## config.mk

```make
export PLATFORM = sky130hd
export DESIGN_NAME = pc_gen
export DESIGN_NICKNAME = d
export VERILOG_FILES = /design/src/rtl/pc_gen_pkg.sv /design/src/rtl/pc_gen_redirect_arb.sv /design/src/rtl/pc_gen.sv
export SDC_FILE = /design/constraint.sdc
export NUM_CORES = 1
export LEC_CHECK = 0
export ABC_AREA = 1
export BUFFER_PORTS_ARGS = -buffer_cell sky130_fd_sc_hd__buf_2
export CORE_ASPECT_RATIO = 1.2
export CORE_MARGIN = 2
export CORE_UTILIZATION = 56
export CTS_CLUSTER_DIAMETER = 30
export CTS_CLUSTER_SIZE = 16
export DETAILED_ROUTE_END_ITERATION = 8
export GPL_ROUTABILITY_DRIVEN = 0
export HOLD_SLACK_MARGIN = 0.1
export PLACE_DENSITY = 0.82
export SYNTH_ARGS = -nofsm -noshare
export SYNTH_HDL_FRONTEND = slang
export SYNTH_SLANG_ARGS = --single-unit
export TNS_END_PERCENT = 5
```

## constraint.sdc

```tcl
create_clock -name i_clock -period 2.3 [get_ports i_clock]
set_input_delay 0.46 -clock i_clock [delete_from_list [all_inputs] [get_ports i_clock]]
set_output_delay 0.46 -clock i_clock [all_outputs]
set_load 0.02 [all_outputs]
```

## src/rtl/pc_gen_pkg.sv

```systemverilog
// Shared constants for the fetch-stage program-counter generator.
package pc_gen_pkg;

  // Pipeline hold levels. This encoding is shared with the pipeline hold controller.
  localparam int unsigned HOLD_LVL_W    = 3;
  localparam logic [2:0]  HOLD_LVL_NONE = 3'd0;
  localparam logic [2:0]  HOLD_LVL_PC   = 3'd1;
  localparam logic [2:0]  HOLD_LVL_IF   = 3'd2;
  localparam logic [2:0]  HOLD_LVL_ID   = 3'd3;

  // Controller state encoding. Kept as plain constants for legacy compatibility.
  localparam logic [1:0] ST_BOOT   = 2'd0;
  localparam logic [1:0] ST_RUN    = 2'd1;
  localparam logic [1:0] ST_HALTED = 2'd2;

  // Sequential PC step sizes in bytes.
  localparam int unsigned PC_STEP16 = 2;
  localparam int unsigned PC_STEP32 = 4;

endpackage

```

## src/rtl/pc_gen_redirect_arb.sv

```systemverilog
// Trap/jump priority and alignment check. This logic is purely combinational.
// The same result feeds the PC load and the pending-redirect latch used while halted.
module pc_redirect_arb
  import pc_gen_pkg::*;
#(
  parameter int unsigned XLEN  = 32,
  parameter int unsigned C_EXT = 1
) (
  input  logic            i_trap_flag,
  input  logic [XLEN-1:0] i_trap_addr,
  input  logic            i_jump_flag,
  input  logic [XLEN-1:0] i_jump_addr,
  output logic [XLEN-1:0] o_target,
  output logic            o_load,
  output logic            o_is_trap,
  output logic            o_misaligned
);

  logic [XLEN-1:0] w_jump_tgt;

  // Bit 0 of every target is forced to zero.
  assign w_jump_tgt = i_jump_addr & ~XLEN'(1);

  // A trap beats a jump. Without compressed support, a jump target on a 2-byte boundary is rejected.
  always_comb begin
    o_target     = '0;
    o_load       = 1'b0;
    o_is_trap    = 1'b0;
    o_misaligned = 1'b0;
    if (i_trap_flag) begin
      o_target  = i_trap_addr & ~XLEN'(1);
      o_load    = 1'b1;
      o_is_trap = 1'b1;
    end else if (i_jump_flag) begin
      o_target = w_jump_tgt;
      if (C_EXT == 0 && w_jump_tgt[1]) begin
        o_misaligned = 1'b1;
      end else begin
        o_load = 1'b1;
      end
    end
  end

endmodule

```

## src/rtl/pc_gen.sv

```systemverilog
// Program-counter generator at the head of the fetch stage.
// It supports trap/jump redirects, a pipeline hold, a valid/ready handshake and debug halt/resume.
module pc_gen
  import pc_gen_pkg::*;
#(
  parameter int unsigned     XLEN      = 32,
  parameter logic [XLEN-1:0] RESET_VEC = '0,
  parameter int unsigned     C_EXT     = 1,
  parameter int unsigned     HOLD_W    = HOLD_LVL_W,
  parameter int unsigned     HOLD_PC   = 32'(HOLD_LVL_PC)
) (
  input  logic              i_clock,
  input  logic              i_reset_n,
  input  logic              i_trap_flag,
  input  logic [XLEN-1:0]   i_trap_addr,
  input  logic              i_jump_flag,
  input  logic [XLEN-1:0]   i_jump_addr,
  input  logic [HOLD_W-1:0] i_hold_flag,
  input  logic              i_inst_len16,
  input  logic              i_halt,
  input  logic              i_resume,
  input  logic              i_pc_ready,
  output logic [XLEN-1:0]   o_pc_addr,
  output logic              o_pc_valid,
  output logic              o_redirect,
  output logic              o_misaligned,
  output logic              o_halted
);

  logic [1:0]      r_state;
  logic [XLEN-1:0] r_pc;
  logic            r_redirect;
  logic            r_misaligned;
  logic            r_pend_valid;
  logic            r_pend_trap;
  logic [XLEN-1:0] r_pend_addr;

  logic [XLEN-1:0] w_target;
  logic            w_load;
  logic            w_is_trap;
  logic            w_mis;
  logic            w_stall;
  logic [XLEN-1:0] w_step;
  logic            w_pend_valid;
  logic            w_pend_trap;
  logic [XLEN-1:0] w_pend_addr;

  pc_redirect_arb #(
    .XLEN  (XLEN),
    .C_EXT (C_EXT)
  ) u_arb (
    .i_trap_flag  (i_trap_flag),
    .i_trap_addr  (i_trap_addr),
    .i_jump_flag  (i_jump_flag),
    .i_jump_addr  (i_jump_addr),
    .o_target     (w_target),
    .o_load       (w_load),
    .o_is_trap    (w_is_trap),
    .o_misaligned (w_mis)
  );

  // In RUN the valid output is always 1, so only the hold level and ready matter here.
  assign w_stall = (i_hold_flag >= HOLD_W'(HOLD_PC)) || !i_pc_ready;
  assign w_step  = (C_EXT != 0 && i_inst_len16) ? XLEN'(PC_STEP16) : XLEN'(PC_STEP32);

  // Next pending redirect while halted. A latched trap survives any later jump.
  // This value already includes a request that arrives on the resume cycle itself.
  always_comb begin
    w_pend_valid = r_pend_valid;
    w_pend_trap  = r_pend_trap;
    w_pend_addr  = r_pend_addr;
    if (w_load && !(r_pend_valid && r_pend_trap && !w_is_trap)) begin
      w_pend_valid = 1'b1;
      w_pend_trap  = w_is_trap;
      w_pend_addr  = w_target;
    end
  end

  // State, PC, pulse outputs and pending-redirect register.
  always_ff @(posedge i_clock or negedge i_reset_n) begin
    if (!i_reset_n) begin
      r_state      <= ST_BOOT;
      r_pc         <= RESET_VEC;
      r_redirect   <= 1'b0;
      r_misaligned <= 1'b0;
      r_pend_valid <= 1'b0;
      r_pend_trap  <= 1'b0;
      r_pend_addr  <= '0;
    end else begin
      r_redirect   <= 1'b0;
      r_misaligned <= w_mis;
      case (r_state)
        ST_BOOT: begin
          r_state <= ST_RUN;
          if (w_load) begin
            r_pc       <= w_target;
            r_redirect <= 1'b1;
          end
        end
        ST_RUN: begin
          if (w_load) begin
            r_pc       <= w_target;
            r_redirect <= 1'b1;
          end else if (w_mis) begin
            // A rejected jump still outranks halt and advance. The PC holds.
          end else if (i_halt) begin
            r_state <= ST_HALTED;
          end else if (!w_stall) begin
            r_pc <= r_pc + w_step;
          end
        end
        ST_HALTED: begin
          if (i_resume) begin
            r_state      <= ST_RUN;
            r_pend_valid <= 1'b0;
            r_pend_trap  <= 1'b0;
            if (w_pend_valid) begin
              r_pc       <= w_pend_addr;
              r_redirect <= 1'b1;
            end
          end else begin
            r_pend_valid <= w_pend_valid;
            r_pend_trap  <= w_pend_trap;
            r_pend_addr  <= w_pend_addr;
          end
        end
        default: r_state <= ST_BOOT;
      endcase
    end
  end

  assign o_pc_addr    = r_pc;
  assign o_pc_valid   = (r_state == ST_RUN);
  assign o_halted     = (r_state == ST_HALTED);
  assign o_redirect   = r_redirect;
  assign o_misaligned = r_misaligned;

endmodule

```

# After elaboration in Yosys (flattened, before gate mapping)
# Cells that the tools add are included.
[totals]
register_bits = 69
word_cells = 59
inputBits = 75
[classes]
n_reduce_logical = 15
mux = 26
n_bitwise = 1
magnitude_cmp = 1
n_addsub = 1
eq_ne = 9
[ops]
columns = ["cell", "n"]
rows = [
  ["$mux 32", 9],
  ["$pmux 32 s3", 1],
  ["$add 32x3->32", 1],
  ["$mux 1", 10],
  ["$ne 2x2->1 const B", 4],
  ["$mux 2", 3],
  ["$pmux 2 s3", 1],
  ["$reduce_and 6->1", 1],
  ["$reduce_and 2->1", 2],
  ["$ge 3x1->1 const B", 1],
  ["$logic_and 1x1->1", 3],
  ["$logic_not 1->1", 3],
  ["$mux 3", 1],
  ["$ne 3x2->1 const B", 1],
  ["$ne 3x3->1 const B", 1],
  ["$reduce_and 3->1", 1],
  ["$reduce_bool 3->1", 1],
  ["$eq 2x1->1 const B", 1],
  ["$eq 2x2->1 const B", 1],
  ["$logic_not 2->1", 1],
  ["$ne 2x1->1 const B", 1],
  ["$pmux 1 s2", 1],
  ["$reduce_bool 2->1", 1],
  ["$reduce_or 2->1", 1],
  ["other kinds (2)", 2],
]

# Depth between registers and ports, before layout
# Gate-level depths: netlist of run 1.
[logic_depth]
ltp_word = 9
mapped_depth = 15
depth_no_buf = 15

# Cells and area by module
# From an unflattened synthesis of run 1, not the netlist that was laid out.
[hier_totals]
cells_unflattened = 883
area_unflattened_um2 = 5689.2
[by_module_without_submodules]
columns = ["module", "cells_each", "area_each_um2", "seq_area_each_um2", "n_inst"]
rows = [
  ["pc_gen", 774, 5134.9, 1751.7, 1],
  ["pc_redirect_arb", 109, 554.3, 0.0, 1],
]

# Worst setup path before layout of run 1
# Ideal clock, no wire load.
[synth_timing]
path_type = "reg-to-reg"
start = "reg r_pc[1], in the netlist o_pc_addr[1]"
end = "reg r_pc[19], in the netlist o_pc_addr[19]"
required_time_ns = 2.179
setup_ns = 0.121
stages_incl_launch_ff = 15
n_path_buf = 0
t_arrival_ns = 1.792
setup_slack_ns = 0.387
cell_sequence = "dfrtp_1 -> ha_1 -> fa_1 -> nand3_2 -> inv_2 -> nand2_1 -> nor2_2 -> nand2_1 -> nand2_1 -> nand3_1 -> nand2_1 -> nand2_1 -> nand2_1 -> nand2_1 -> o21ai_1"
[synth_between]
elab_chain_len = 5
[synth_rtl]
columns = ["item", "line", "source"]
rows = [
  ["start, declared", "pc_gen.sv:31", "logic [XLEN-1:0] r_pc;"],
  ["start signal, assigned", "pc_gen.sv:96", "r_pc <= w_target;"],
  ["start signal, assigned", "pc_gen.sv:102", "r_pc <= w_target;"],
  ["start signal, assigned", "pc_gen.sv:109", "r_pc <= r_pc + w_step;"],
  ["$add 32x3->32", "pc_gen.sv:109", ""],
  ["$mux 32", "pc_gen.sv:108", "end else if (!w_stall) begin"],
  ["$mux 32", "pc_gen.sv:106", "end else if (i_halt) begin"],
  ["$mux 32", "pc_gen.sv:101", "if (w_load) begin"],
  ["$pmux 32 s3", "pc_gen.sv:92", "case (r_state)"],
]
# No other way between the ends. The select of a mux whose other input is x is not followed.
# A chain may end at the register's enable or synchronous reset.

# Worst setup path in the final report of run 1
[layout_timing]
start = "reg r_state[1]"
end = "reg r_pc[24], in the netlist o_pc_addr[24]"
[layout_between]
elab_chain_len = 3
elab_cells_between_ends = 11
cone_classes = "eq/ne: 7; mux: 1; reduce/logical: 3"
[layout_rtl]
columns = ["item", "line", "source"]
rows = [
  ["start, declared", "pc_gen.sv:30", "logic [1:0] r_state;"],
  ["start signal, assigned", "pc_gen.sv:82", "r_state <= ST_BOOT;"],
  ["start signal, assigned", "pc_gen.sv:94", "r_state <= ST_RUN;"],
  ["start signal, assigned", "pc_gen.sv:107", "r_state <= ST_HALTED;"],
  ["$eq 2x1->1 (tied with other cells)", "pc_gen.sv:92", ""],
  ["$ne 3x3->1 (no line) (tied with other cells)", "--", ""],
  ["$reduce_and 6->1 (no line)", "--", ""],
]
# Several ways; a longest one is shown, not always the timed one.

==> flow_metrics.env, run 1 <==
export IMPL_status="completed"
export IMPL_cpMostUsedCell="nand2_1"
export IMPL_cp_num_buf_inv=4
export IMPL_path_clk_slew_ns=0.07
export IMPL_die_area_um2=10020
export IMPL_yosysSeqAreaShare=0.3338
export IMPL_syn_nets=884
export IMPL_drv_cap=0
export IMPL_cts_root_buffer="clkbuf_8"
export IMPL_yosys_area_top_type="dfrtp_1"
export IMPL_ctsHtreeMaxLevel=3
export IMPL_cts_hold_buffers_added=0
export IMPL_synthDistinctLibCells=37
export IMPL_end_kind="flop"
export IMPL_swShare=0.4946
export IMPL_synth_ff_type="dfrtp_1"
export IMPL_grt_pass1_vias=5521
export IMPL_async_flop_share=1.000
export IMPL_antenna_found_initial=0
export IMPL_p_leak_nw=3.011
export IMPL_finalCriticalPeriod_ns=2.172
export IMPL_finalClockSkew_ns=0.007712
export IMPL_synth_edff_count=0
export IMPL_portBuffers=107
export IMPL_clock_latency_ns=0.36
export IMPL_vias=5847
export IMPL_boundaryPins=111
export IMPL_p_switching_mw=3.228
export IMPL_diodes=0
export IMPL_crit_arrival_ns=2.42
export IMPL_hold_violations=0
export IMPL_grt_max_degree=70
export IMPL_yosys_top_cells_area="dfrtp_1 (33%), nand2_1 (25%), o21ai_0 (6.4%), a22oi_1 (4.1%), nor2_1 (3.8%)"
export IMPL_netlist_instances=802
export IMPL_drt_iter0_markers=571
export IMPL_critPathMaxStageDelay_ns=0.41
export IMPL_tritoncts="yes"
export IMPL_fin_setup_tns_ns=0
export IMPL_syn_area_per_cell_um2=6.449
export IMPL_hp_class="input port to asynchronous set/reset pin"
export IMPL_syn_area_um2=5172
export IMPL_setup_violations=0
export IMPL_power_internal_mw=3.299
export IMPL_stdcell_area_um2=5939
export IMPL_areaGrowthSynthToFinish_pct=14.83
export IMPL_synth_most_common_cell="nand2_1"
export IMPL_row_count=38
export IMPL_drt_antenna_violating_nets=0
export IMPL_cts_made_buffers=9
export IMPL_drc=0
export IMPL_post_route_period_util=0.9445
export IMPL_cp_top_family="buffers and inverters"
export IMPL_ir_drop_v=0.0009240
export IMPL_layout_drive_gt1_share=0.1849
export IMPL_synth_common_cells="nand2_1 (339), dfrtp_1 (69), o21ai_0 (66), nor2_1 (52), inv_1 (49)"
export IMPL_rsz0062_at_grt="no"
export IMPL_crit_path_max_fanout=37
export IMPL_clockBufferDepth=2
export IMPL_pwr_share_seq=0.363
export IMPL_initial_utilization=0.5726
export IMPL_p_per_area_nw_per_um2=1099
export IMPL_whs_ns=0.1095
export IMPL_clock_sinks=69
export IMPL_cp_start_kind="flop"
export IMPL_synth_top_area_frac=0.3338
export IMPL_cts_post_setup_buffers_inserted=0
export IMPL_dp_cells=1008
export IMPL_die_h_um=109.3
export IMPL_synth_seq_cells=69
export IMPL_fmax_ghz=0.4603
export IMPL_final_cells=1023
export IMPL_drt_first_pass_iters=6
export IMPL_hpwl_mm=11.04
export IMPL_grt_pass1_wl_mm=25.82
export IMPL_pre_cts_ws_ns=0.1263
export IMPL_fin_ws_ns=0.1275
export IMPL_track_usage=0.3228
export IMPL_grt_overflow=0
export IMPL_design_core_area_um2=9034
export IMPL_fin_util=0.6575
export IMPL_drt_wl_total_mm=15.57
export IMPL_power_mw=6.526
export IMPL_via_per_inst=5.716
export IMPL_placed_cell_area_um2=5781
export IMPL_die_w_um=91.74
export IMPL_post_drt_wl_per_cell_um=15.22
export IMPL_crit_chain="inv_1, ha_1, nand2_1, inv_1, nand2_1, nand4_1, nor2_2, inv_4, buf_12, a21oi_1, nand2_1, nand2_1"
export IMPL_ys_warn_count=0
export IMPL_combinationalPowerShare=0.502
export IMPL_required_ns=2.55
export IMPL_p_clk_frac=0.135
export IMPL_crit_slowest_cell="dfrtp_1"
export IMPL_criticalPathCategory="flop to flop"
export IMPL_ctsResizeCount=0
export IMPL_nets=981
export IMPL_slew_viol_final=0
worst register-to-register path, cell delays in order, from the launching register on:
cell and delay (ns):
dfrtp_1 0.41, inv_1 0.11, ha_1 0.34, nand2_1 0.14, inv_1 0.12, nand2_1 0.08, nand4_1 0.10, nor2_2 0.07
inv_4 0.18, buf_12 0.25, a21oi_1 0.08, nand2_1 0.13, nand2_1 0.06
layout make-up:
type | count | area [µm²]
clock buffers | 13 | 148.9
clock inverters | 2 | 10.01
fillers | 829 | 3094
inverters | 57 | 221.5
multi-input cells | 637 | 2987
flip-flops and latches | 69 | 1727
well taps | 120 | 150.1
repair buffers | 125 | 695.7
per-layer routing:
layer  vias up  GRT usage  share of wire
met1      2661     0.4314           0.41
met5         -          0              0
met3        58    0.05943          0.094
met2       350     0.5058           0.46
met4         0     0.1620          0.033
li1       2778          -              -
power by group through the flow:
| stage | registers [mW] | clock network (mW) | logic, mW |
|---|---|---|---|
| after floorplan | 2.52 | 0 | 1.96 |
| after global placement | 2.33 | 0 | 3.11 |
| after detailed placement | 2.36 | 0 | 3.20 |
| after CTS | 2.34 | 0.894 | 3.22 |
| after global routing | 2.44 | 0.954 | 3.64 |
| final | 2.37 | 0.881 | 3.27 |
state kept, by name (all words and copies together) (netlist names):
name	cells
o_pc_addr	32
o_redirect	1
r_pend_addr	32
r_pend_trap	1
r_pend_valid	1
r_state	2
final timing paths:
kind	startpoint	to	slack, ns	cells after the start
max in group asynchronous	i_reset_n	r_pend_addr[30]	1.88	2
worst max-delay path	r_state[1]	o_pc_addr[24]	0.13	12
min in group i_clock	i_halt	r_state[1]	0.44	3
worst min register to register	r_pend_addr[10]	r_pend_addr[10]	0.49	2
worst min-delay path	i_reset_n	o_pc_addr[1]	0.11	2
worst max register to register	r_state[1]	o_pc_addr[24]	0.13	12
logic make-up after synthesis:
group	synth area share
other cells	0.0007250
simple gates	0.3645
compound gates	0.1887
buf+inv	0.08878
fa+ha+maj	0.01838
flops	0.3338
xor+xnor	0.005081
cell usage in the layout, fill, tap and decap left out:
master | Yosys | routed
conb_1 | 1 | 1
inv_1 | 49 | 49
a21oi_2 | 3 | 3
buf_4 | 5 | 16
o211ai_1 | 5 | 5
o21bai_1 | 3 | 3
nor2_2 | 12 | 12
inv_4 | 3 | 3
xor2_1 | 3 | 3
nor3_1 | 1 | 1
a21oi_1 | 35 | 35
or2_2 | 1 | 1
inv_2 | 4 | 4
nand3b_1 | 9 | 9
fa_1 | 1 | 1
or2_1 | 8 | 8
clkinv_1 | 1 | 1
nor2_1 | 52 | 52
clkbuf_1 | 11 | 3
o22ai_1 | 5 | 5
or2_0 | 1 | 1
clkinv_2 | 0 | 2
o21ai_1 | 21 | 21
nor3_4 | 1 | 1
buf_2 | 16 | 107
nand2_4 | 1 | 1
nor2_4 | 2 | 2
o21ai_0 | 66 | 66
nand2_1 | 339 | 339
o21a_1 | 2 | 2
clkbuf_8 | 0 | 10
nand4_1 | 2 | 2
a21boi_0 | 3 | 3
dfrtp_1 | 69 | 69
ha_1 | 6 | 6
nand3_1 | 23 | 23
nand3_2 | 3 | 3
buf_12 | 0 | 2
a22oi_1 | 28 | 28
No activity file was read; power rests on OpenSTA's default activity.
==> run 2, diff against run 1 <==
- SETUP_SLACK_MARGIN: unset -> 0.15
==> run 2 against run 1 <==
Compared with the run above: sequential power barely moved; register-to-register slack gained 0.12 ns; final cell count is essentially flat; core utilization grew 0.48 points; die area unchanged; combinational power is 3% higher; first-iteration DRC count up 7.9%; non-clock buffer count grew 1; power up 1.5%; critical path type unchanged.
==> flow_metrics.env, run 2 (synthesis gave the netlist of run 1 again) <==
export IMPL_rsz0062_at_grt="yes"
export IMPL_drv_cap=0
export IMPL_critPathMaxStageDelay_ns=0.38
export IMPL_slew_viol_final=0
export IMPL_die_area_um2=10020
export IMPL_rr_endpoint="o_pc_addr[24]"
export IMPL_hpwl_mm=11.04
export IMPL_grt_max_degree=70
export IMPL_fin_util=0.6623
export IMPL_cts_post_setup_buffers_inserted=0
export IMPL_post_route_period_util=0.8943
export IMPL_cp_top_family="buffers and inverters"
export IMPL_slew_headroom=0.6593
export IMPL_die_w_um=91.74
export IMPL_placed_cell_area_um2=5781
export IMPL_nets=982
export IMPL_drt_antenna_violating_nets=0
export IMPL_tritoncts="yes"
export IMPL_whs_ns=0.1065
export IMPL_clock_latency_ns=0.36
export IMPL_cts_hold_buffers_added=0
export IMPL_crit_chain="inv_1, ha_1, inv_1, nor2_4, clkinvlp_4, buf_4, nand2_1, nand2_1, nand2_1, nand2_1"
export IMPL_row_count=38
export IMPL_power_mw=6.626
export IMPL_finalCriticalPeriod_ns=2.057
export IMPL_criticalPathCategory="flop to flop"
export IMPL_via_per_inst=5.754
export IMPL_ctsResizeCount=0
export IMPL_setup_violations=0
export IMPL_cpMostUsedCell="nand2_1"
export IMPL_ff2ff_setup_slack_ns=0.24
export IMPL_diodes=0
export IMPL_die_h_um=109.3
export IMPL_initial_utilization=0.5726
export IMPL_path_clk_slew_ns=0.07
export IMPL_critPathLaunch="r_state[1]"
export IMPL_required_ns=2.54
export IMPL_stdcell_area_um2=5983
export IMPL_portBuffers=107
export IMPL_hold_violations=0
export IMPL_cp_num_buf_inv=4
export IMPL_worst_r2r_path_depth=10
export IMPL_clockBufferDepth=2
export IMPL_cts_root_buffer="clkbuf_8"
export IMPL_nFillCells=820
export IMPL_grt_pass1_vias=5521
export IMPL_drt_wl_total_mm=15.89
export IMPL_boundaryPins=111
export IMPL_ir_drop_v=0.0009337
export IMPL_fmax_ghz=0.4862
export IMPL_vias=5892
export IMPL_layout_drive_gt1_share=0.1914
export IMPL_p_leak_nw=3.020
export IMPL_crit_arrival_ns=2.30
export IMPL_tightestPinTransition_ns=0.5110
export IMPL_grt_pass1_wl_mm=25.82
export IMPL_most_common_layout_cells="nand2_1 (339), buf_2 (107), dfrtp_1 (69), o21ai_0 (66), nor2_1 (50)"
export IMPL_r2r_start="r_state[1]"
export IMPL_track_usage=0.3228
export IMPL_antenna_found_initial=0
export IMPL_hp_class="input port to asynchronous set/reset pin"
export IMPL_crit_slowest_cell="dfrtp_1"
export IMPL_crit_path_max_fanout=11
export IMPL_fin_setup_tns_ns=0
export IMPL_post_drt_wl_per_cell_um=15.51
export IMPL_p_per_area_nw_per_um2=1107
export IMPL_cts_made_buffers=9
export IMPL_drc=0
export IMPL_grt_overflow=0
export IMPL_cp_start_kind="flop"
export IMPL_drt_iter0_markers=616
export IMPL_register_area_um2=1727
export IMPL_clock_sinks=69
export IMPL_status="completed"
export IMPL_multi_input_comb_area_um2=3002
export IMPL_end_kind="flop"
export IMPL_finalClockSkew_ns=0.01157
export IMPL_ctsHtreeMaxLevel=3
export IMPL_drt_first_pass_iters=6
export IMPL_areaGrowthSynthToFinish_pct=15.67
export IMPL_mostFrequentLayoutCell="nand2_1"
export IMPL_design_core_area_um2=9034
## run 2: where the power goes
| group | switching (mW) | internal, mW |
|---|---|---|
| Sequential | 0.618 | 1.76 |
| Combinational | 2.19 | 1.17 |
| Clock | 0.480 | 0.414 |
| Total | 3.28 | 3.34 |
## run 2: cell type report
type / instances / area share
multi-input cells: 637 / 0.5017
flip-flops and latches: 69 / 0.2886
repair buffers: 126 / 0.1205
inverters: 57 / 0.03764
well taps: 120 / 0.02509
clock buffers: 13 / 0.02489
clock inverters: 2 / 0.001673
## run 2: metal layers
layer  global-route usage  vias to the layer above  share of wire
met5                    0                        -              0
met4               0.1620                        0          0.037
met3              0.05943                       67          0.097
met2               0.5058                      358           0.46
met1               0.4314                     2686           0.41
li1                     -                     2781              -
## run 2: worst max-delay path by stage
stage / depth (start not counted) / slack [ns] / endpoint
3_3_place_gp: 16 / 0.16 / o_pc_addr[24]
4_1_cts: 12 / 0.17 / o_pc_addr[24]
6_report: 10 / 0.24 / o_pc_addr[24]
2_1_floorplan: 14 / 0.39 / o_pc_addr[19]
5_1_grt: 12 / 0.11 / o_pc_addr[16]
3_5_place_dp: 16 / 0.13 / o_pc_addr[24]
## run 2: stage by stage
step,setup WS (ns),cells
finish,0.2432,1024
global route,0.1095,1024
CTS,0.1664,1023
detailed placement,0.1263,1008
global placement,0.1628,1008
floorplan,0.3871,802
## run 2: worst reg2reg max path, stage by stage (launching register included)
cell	delay [ns]
dfrtp_1	0.38
inv_1	0.09
ha_1	0.31
inv_1	0.08
nor2_4	0.24
clkinvlp_4	0.29
buf_4	0.26
nand2_1	0.09
nand2_1	0.05
nand2_1	0.10
nand2_1	0.06
